===== src/rtl/byte_sum_sequencer.sv =====
// Frame accumulator that sequences an external 8-bit adder through a low-byte
// pass and a high-byte pass per input byte, then presents the 16-bit frame total.
module byte_sum_sequencer #(
  parameter int CNT_W = 8
) (
  input  logic             clk,
  input  logic             rst_n,
  input  logic             in_valid,
  output logic             in_ready,
  input  logic [7:0]       in_data,
  input  logic             in_last,
  output logic [7:0]       add_a,
  output logic [7:0]       add_b,
  input  logic [7:0]       add_sum,
  input  logic             add_cout,
  output logic             out_valid,
  input  logic             out_ready,
  output logic [15:0]      out_sum,
  output logic [CNT_W-1:0] out_count,
  output logic             out_ovf
);

  typedef enum logic [1:0] {
    IDLE,
    ADD_LO,
    ADD_HI,
    DONE
  } state_t;

  state_t state, state_nxt;

  logic [15:0]      acc;
  logic             carry_r;
  logic [7:0]       byte_r;
  logic             last_r;
  logic [CNT_W-1:0] count;
  logic             ovf;

  // NOTE: sequential state uses non-blocking assignments so every register
  // samples the pre-edge values, independent of statement order.
  always_ff @(posedge clk or negedge rst_n) begin
    if (!rst_n) state <= IDLE;
    else        state <= state_nxt;
  end

  // NOTE: every output of this block gets a default first, so no path through
  // the case statement leaves a signal unassigned and infers a latch.
  always_comb begin
    state_nxt = state;
    in_ready  = 1'b0;
    out_valid = 1'b0;
    add_a     = 8'h00;
    add_b     = 8'h00;
    unique case (state)
      IDLE: begin
        in_ready = 1'b1;
        if (in_valid) state_nxt = ADD_LO;
      end
      ADD_LO: begin
        add_a     = acc[7:0];
        add_b     = byte_r;
        state_nxt = ADD_HI;
      end
      ADD_HI: begin
        add_a     = acc[15:8];
        add_b     = {7'b0, carry_r};
        state_nxt = last_r ? DONE : IDLE;
      end
      DONE: begin
        out_valid = 1'b1;
        if (out_ready) state_nxt = IDLE;
      end
      default: state_nxt = IDLE;
    endcase
  end

  // Datapath: the adder result is captured on the edge that leaves each pass.
  always_ff @(posedge clk or negedge rst_n) begin
    if (!rst_n) begin
      acc     <= 16'h0000;
      carry_r <= 1'b0;
      byte_r  <= 8'h00;
      last_r  <= 1'b0;
      count   <= '0;
      ovf     <= 1'b0;
    end else begin
      unique case (state)
        IDLE: begin
          if (in_valid) begin
            byte_r <= in_data;
            last_r <= in_last;
          end
        end
        ADD_LO: begin
          acc[7:0] <= add_sum;
          carry_r  <= add_cout;
        end
        ADD_HI: begin
          acc[15:8] <= add_sum;
          ovf       <= ovf | add_cout;
          if (count != '1) count <= count + 1'b1;
        end
        DONE: begin
          if (out_ready) begin
            acc     <= 16'h0000;
            count   <= '0;
            ovf     <= 1'b0;
            carry_r <= 1'b0;
          end
        end
        default: ;
      endcase
    end
  end

  assign out_sum   = acc;
  assign out_count = count;
  assign out_ovf   = ovf;

endmodule


===== config.mk =====
export PLATFORM = sky130hd
export DESIGN_NAME = byte_sum_sequencer
export DESIGN_NICKNAME = d
export VERILOG_FILES = /design/src/rtl/byte_sum_sequencer.sv
export SDC_FILE = /design/constraint.sdc
export NUM_CORES = 1
export LEC_CHECK = 0
export CORE_MARGIN = 2
export CORE_UTILIZATION = 25
export CTS_CLUSTER_DIAMETER = 150
export CTS_CLUSTER_SIZE = 16
export DETAILED_ROUTE_END_ITERATION = 8
export GPL_ROUTABILITY_DRIVEN = 0
export PLACE_DENSITY_LB_ADDON = 0.12
export SLEW_MARGIN = 5
export SYNTH_ARGS = -nofsm -noshare
export SYNTH_HDL_FRONTEND = slang
export SYNTH_SLANG_ARGS = --single-unit
export TNS_END_PERCENT = 30

===== constraint.sdc =====
create_clock -name clk -period 2.1 [get_ports clk]
set_input_delay 0.63 -clock clk [delete_from_list [all_inputs] [get_ports clk]]
set_output_delay 0.63 -clock clk [all_outputs]
set_load 0.01 [all_outputs]

==> results by group <==
Detailed routing
  – Remaining DRCs: 0
  – Vias per inst: 4.66
  – 1st-iter DRT viols: 64
  – First-pass DRT Iterations: 4
  – Routed length per instance: around 15 um
  – Via Count: about 1,800
  – Routed Antenna Nets: 0
  – Detailed Route WL: approximately 5.7 mm

CTS
  – Clock buffer depth: 2
  – Clock Sinks: 37
  – CTS tree: done
  – Clk slew on worst S/H paths: ~0.08 ns
  – Clock Latency Late Sink: between 0.2 and 0.3 ns
  – CTS buffer count: 5
  – CTS H-tree lvls: 2
  – Clock root cell: clkbuf_8

Global route
  – Grt ovf: 0
  – Vias in the first global route: around 1,800
  – Global-route wire length before repair: 9.28 mm
  – Pin count of the biggest net entering global routing: between 40 and 50
  – Total track usage: between 10% and 20%
  – Initial antenna violation count: 0

STA
  – Skew final: between 0.008 and 0.009 ns
  – Max-slew violations: 0
  – Final period util: 102%
  – Fmax: 466 MHz
  – Setup TNS: -0.348 ns
  – Worst hold slack: 0.272 ns
  – Final setup vio count: 16
  – Fin worst setup slack: -0.0450 ns
  – Slew Limit Headroom: a little under three quarters
  – Unrepaired setup endpoints after global routing: yes
  – Slew of the pin with the lowest slew margin: about 0.43 ns
  – Final hold vios: 0
  – Min cycle time layout: roughly 2.1 ns

Flow run
  – Max-cap check violation count: 0

Synth
  – Main synth FF type: dfrtp_1
  – Top post-synthesis cells by area: dfrtp_1 46%, mux2i_1 6.9%, mux2_2 5.6%
  – Post-synth top cells: 37 x dfrtp_1, 22 x nand2_1, 16 x o22ai_1
  – Number of unique standard cell types used by synthesis: 37
  – Syn nets: approximately 220
  – Synth Register Bits: 37
  – Share of the synthesized area in the top cell type: between 40% and 50%
  – Mapped Area: 0.00203 mm2
  – Part of the Yosys area used for sequential elements: 45.7%
  – Count leader, synth: dfrtp_1
  – Ys async rst share: 100%
  – EDFF count, synth: 0
  – Yosys Warn Count: 0
  – Cell accounting for the most synthesized area: dfrtp_1
  – Syn Inst Count: about 190
  – Mean Syn Cell Area: 10.5 um2

Placed design
  – DP Wirelength: just over 4 mm
  – Number of port buffers: between 60 and 70
  – Dpl ws: -0.215 ns
  – DP Cell Count: between 300 and 400

Die
  – Die Ht: ~94 um
  – Total number of placement rows: 32
  – Effective utilization at floorplan: between 20% and 30%
  – Placeable Area: roughly 0.0078 mm2
  – Die area: approximately 0.0088 mm2
  – Ports: between 60 and 70
  – Die width: 94.1 um

Critical path
  – Worst reg2reg path depth: 7
  – Worst path slowest cell: dfrtp_1
  – Crit end category: output port
  – Startpoint types: flop
  – Crit-path max cell delay: 0.43 ns
  – Critical R2R Capture: out_count[1]$_DFFE_PN0P_
  – CP cell instances: ha_4, buf_6, buf_4, a22oi_2, nor2b_1, buf_2
  – Setup Crit Path Kind: flop to output port
  – Critical Path RT: between 1 and 1.5 ns
  – R2R Setup Slk: 0.11 ns
  – Critical path arrival: 1.52 ns
  – Cell family with most CP delay: flip-flops
  – Critical R2R Launch: state[0]$_DFFE_PN0P_
  – Critical Path Fanout Max: 3
  – Critical path buffers and inverters: 3

Power
  – IR drop worst, VDD: 0.742 mV
  – Power Dens Cells: 1550 mW/mm2
  – Leak Pwr: 0.00132 uW

Final layout
  – Final Core Density: 40.6%
  – Antenna Cells: 0
  – Layout area overhead: 56.1%
  – Filler Cell Count: between 800 and 900
  – Finished Layout Cells: around 390
  – Share of cells above drive strength 1: 32.6%
  – FF+latch area: approximately 930 um2
  – Nets: 312
  – Multi-input gate area in the final layout: 0.00113 mm2

Run status
  – Failing checks: negative setup slack
  – Outcome: complete, but fails checks

Min path
  – Hold Path Class: input pin to async pin
==> flip-flops by register name, indices dropped and copies added (netlist names) <==
name	flops
byte_r	8
carry_r	1
last_r	1
out_count	8
out_ovf	1
out_sum	16
state	2
==> metrics by stage <==
stage,area [um2],total power [uW]
CTS,3160,4950
global route,3170,5280
global placement,2960,4130
finish,3170,4900
detailed placement,2960,4150
floorplan,2030,2790
==> cell families (layout without fill, tap and decap cells) <==
group	Yosys count	count (layout)	share of synthesized area [%]
multiplexers	25	25	13.2
adder cells (fa/ha/maj)	6	6	3.70
AO/OA/AOI/OAI	42	42	15.8
AND/OR/NAND/NOR	65	65	17.6
flip-flops	37	37	45.7
buffers and inverters	18	110	4.01
==> repair_timing <==
action	4_1_cts	5_1_grt
hold buffers	0	0
gates resized for setup	97	3
buffers inserted	5	1
endpoints found under the setup margin	18	18
pin swaps	5	0
==> final cells by class <==
type | instances | share of cell area [%]
clock buffer | 6 | 2.29
clock inverter | 2 | 0.316
inverter | 5 | 0.593
multi-input combinational | 138 | 35.6
sequential | 37 | 29.2
tap | 102 | 4.03
timing repair buffer | 97 | 27.9
==> power by group <==
part           internal [uW]  total [uW]  switching, uW
clock                    230         485            255
sequential              1040        1360            317
combinational           1750        3060           1310
==> worst reg2reg max path: stages (launching register included) <==
cell and delay, ns:
dfrtp_1 0.36, buf_4 0.14, buf_4 0.11, ha_2 0.20, buf_12 0.21, mux2_2 0.40, o31ai_4 0.12, mux2_4 0.33
==> per-layer routing <==
| layer | global-route usage (%) | up-vias | routed length (um) | share of wire, % |
|---|---|---|---|---|
| met5 | 0 | - | 0 | 0 |
| met4 | 4.35 | 0 | 80 | 1.4 |
| met3 | 2.89 | 6 | 265 | 4.7 |
| met2 | 21.6 | 49 | 2590 | 46 |
| met1 | 18.1 | 854 | 2710 | 48 |
| li1 | - | 894 | - | - |
==> worst max-delay path by stage <==
stage | to | slack [ns] | start | depth (start not counted)
2_1_floorplan | add_a[3] | 0.19 | state[1]$_DFFE_PN0P_ | 6
3_3_place_gp | add_a[1] | -0.23 | state[0]$_DFFE_PN0P_ | 6
3_5_place_dp | add_b[0] | -0.21 | state[0]$_DFFE_PN0P_ | 5
4_1_cts | add_a[1] | -0.06 | state[1]$_DFFE_PN0P_ | 6
5_1_grt | add_a[1] | -0.13 | state[1]$_DFFE_PN0P_ | 6
6_report | add_a[1] | -0.05 | state[1]$_DFFE_PN0P_ | 6
==> placed cells by master (no fill, tap or decap), types with 4 or more instances in the layout <==
| master | n |
|---|---|
| mux2_2 | 10 |
| buf_12 | 4 |
| buf_4 | 26 |
| and3_1 | 4 |
| nor2b_1 | 14 |
| o22ai_1 | 16 |
| a22oi_2 | 9 |
| buf_6 | 7 |
| clkbuf_8 | 5 |
| dfrtp_1 | 37 |
| buf_2 | 13 |
| clkdlybuf4s50_1 | 45 |
| nand2_1 | 22 |
| mux2i_1 | 14 |
| nand2b_1 | 4 |
| a221o_1 | 4 |
(Power assumes the default switching activity.)
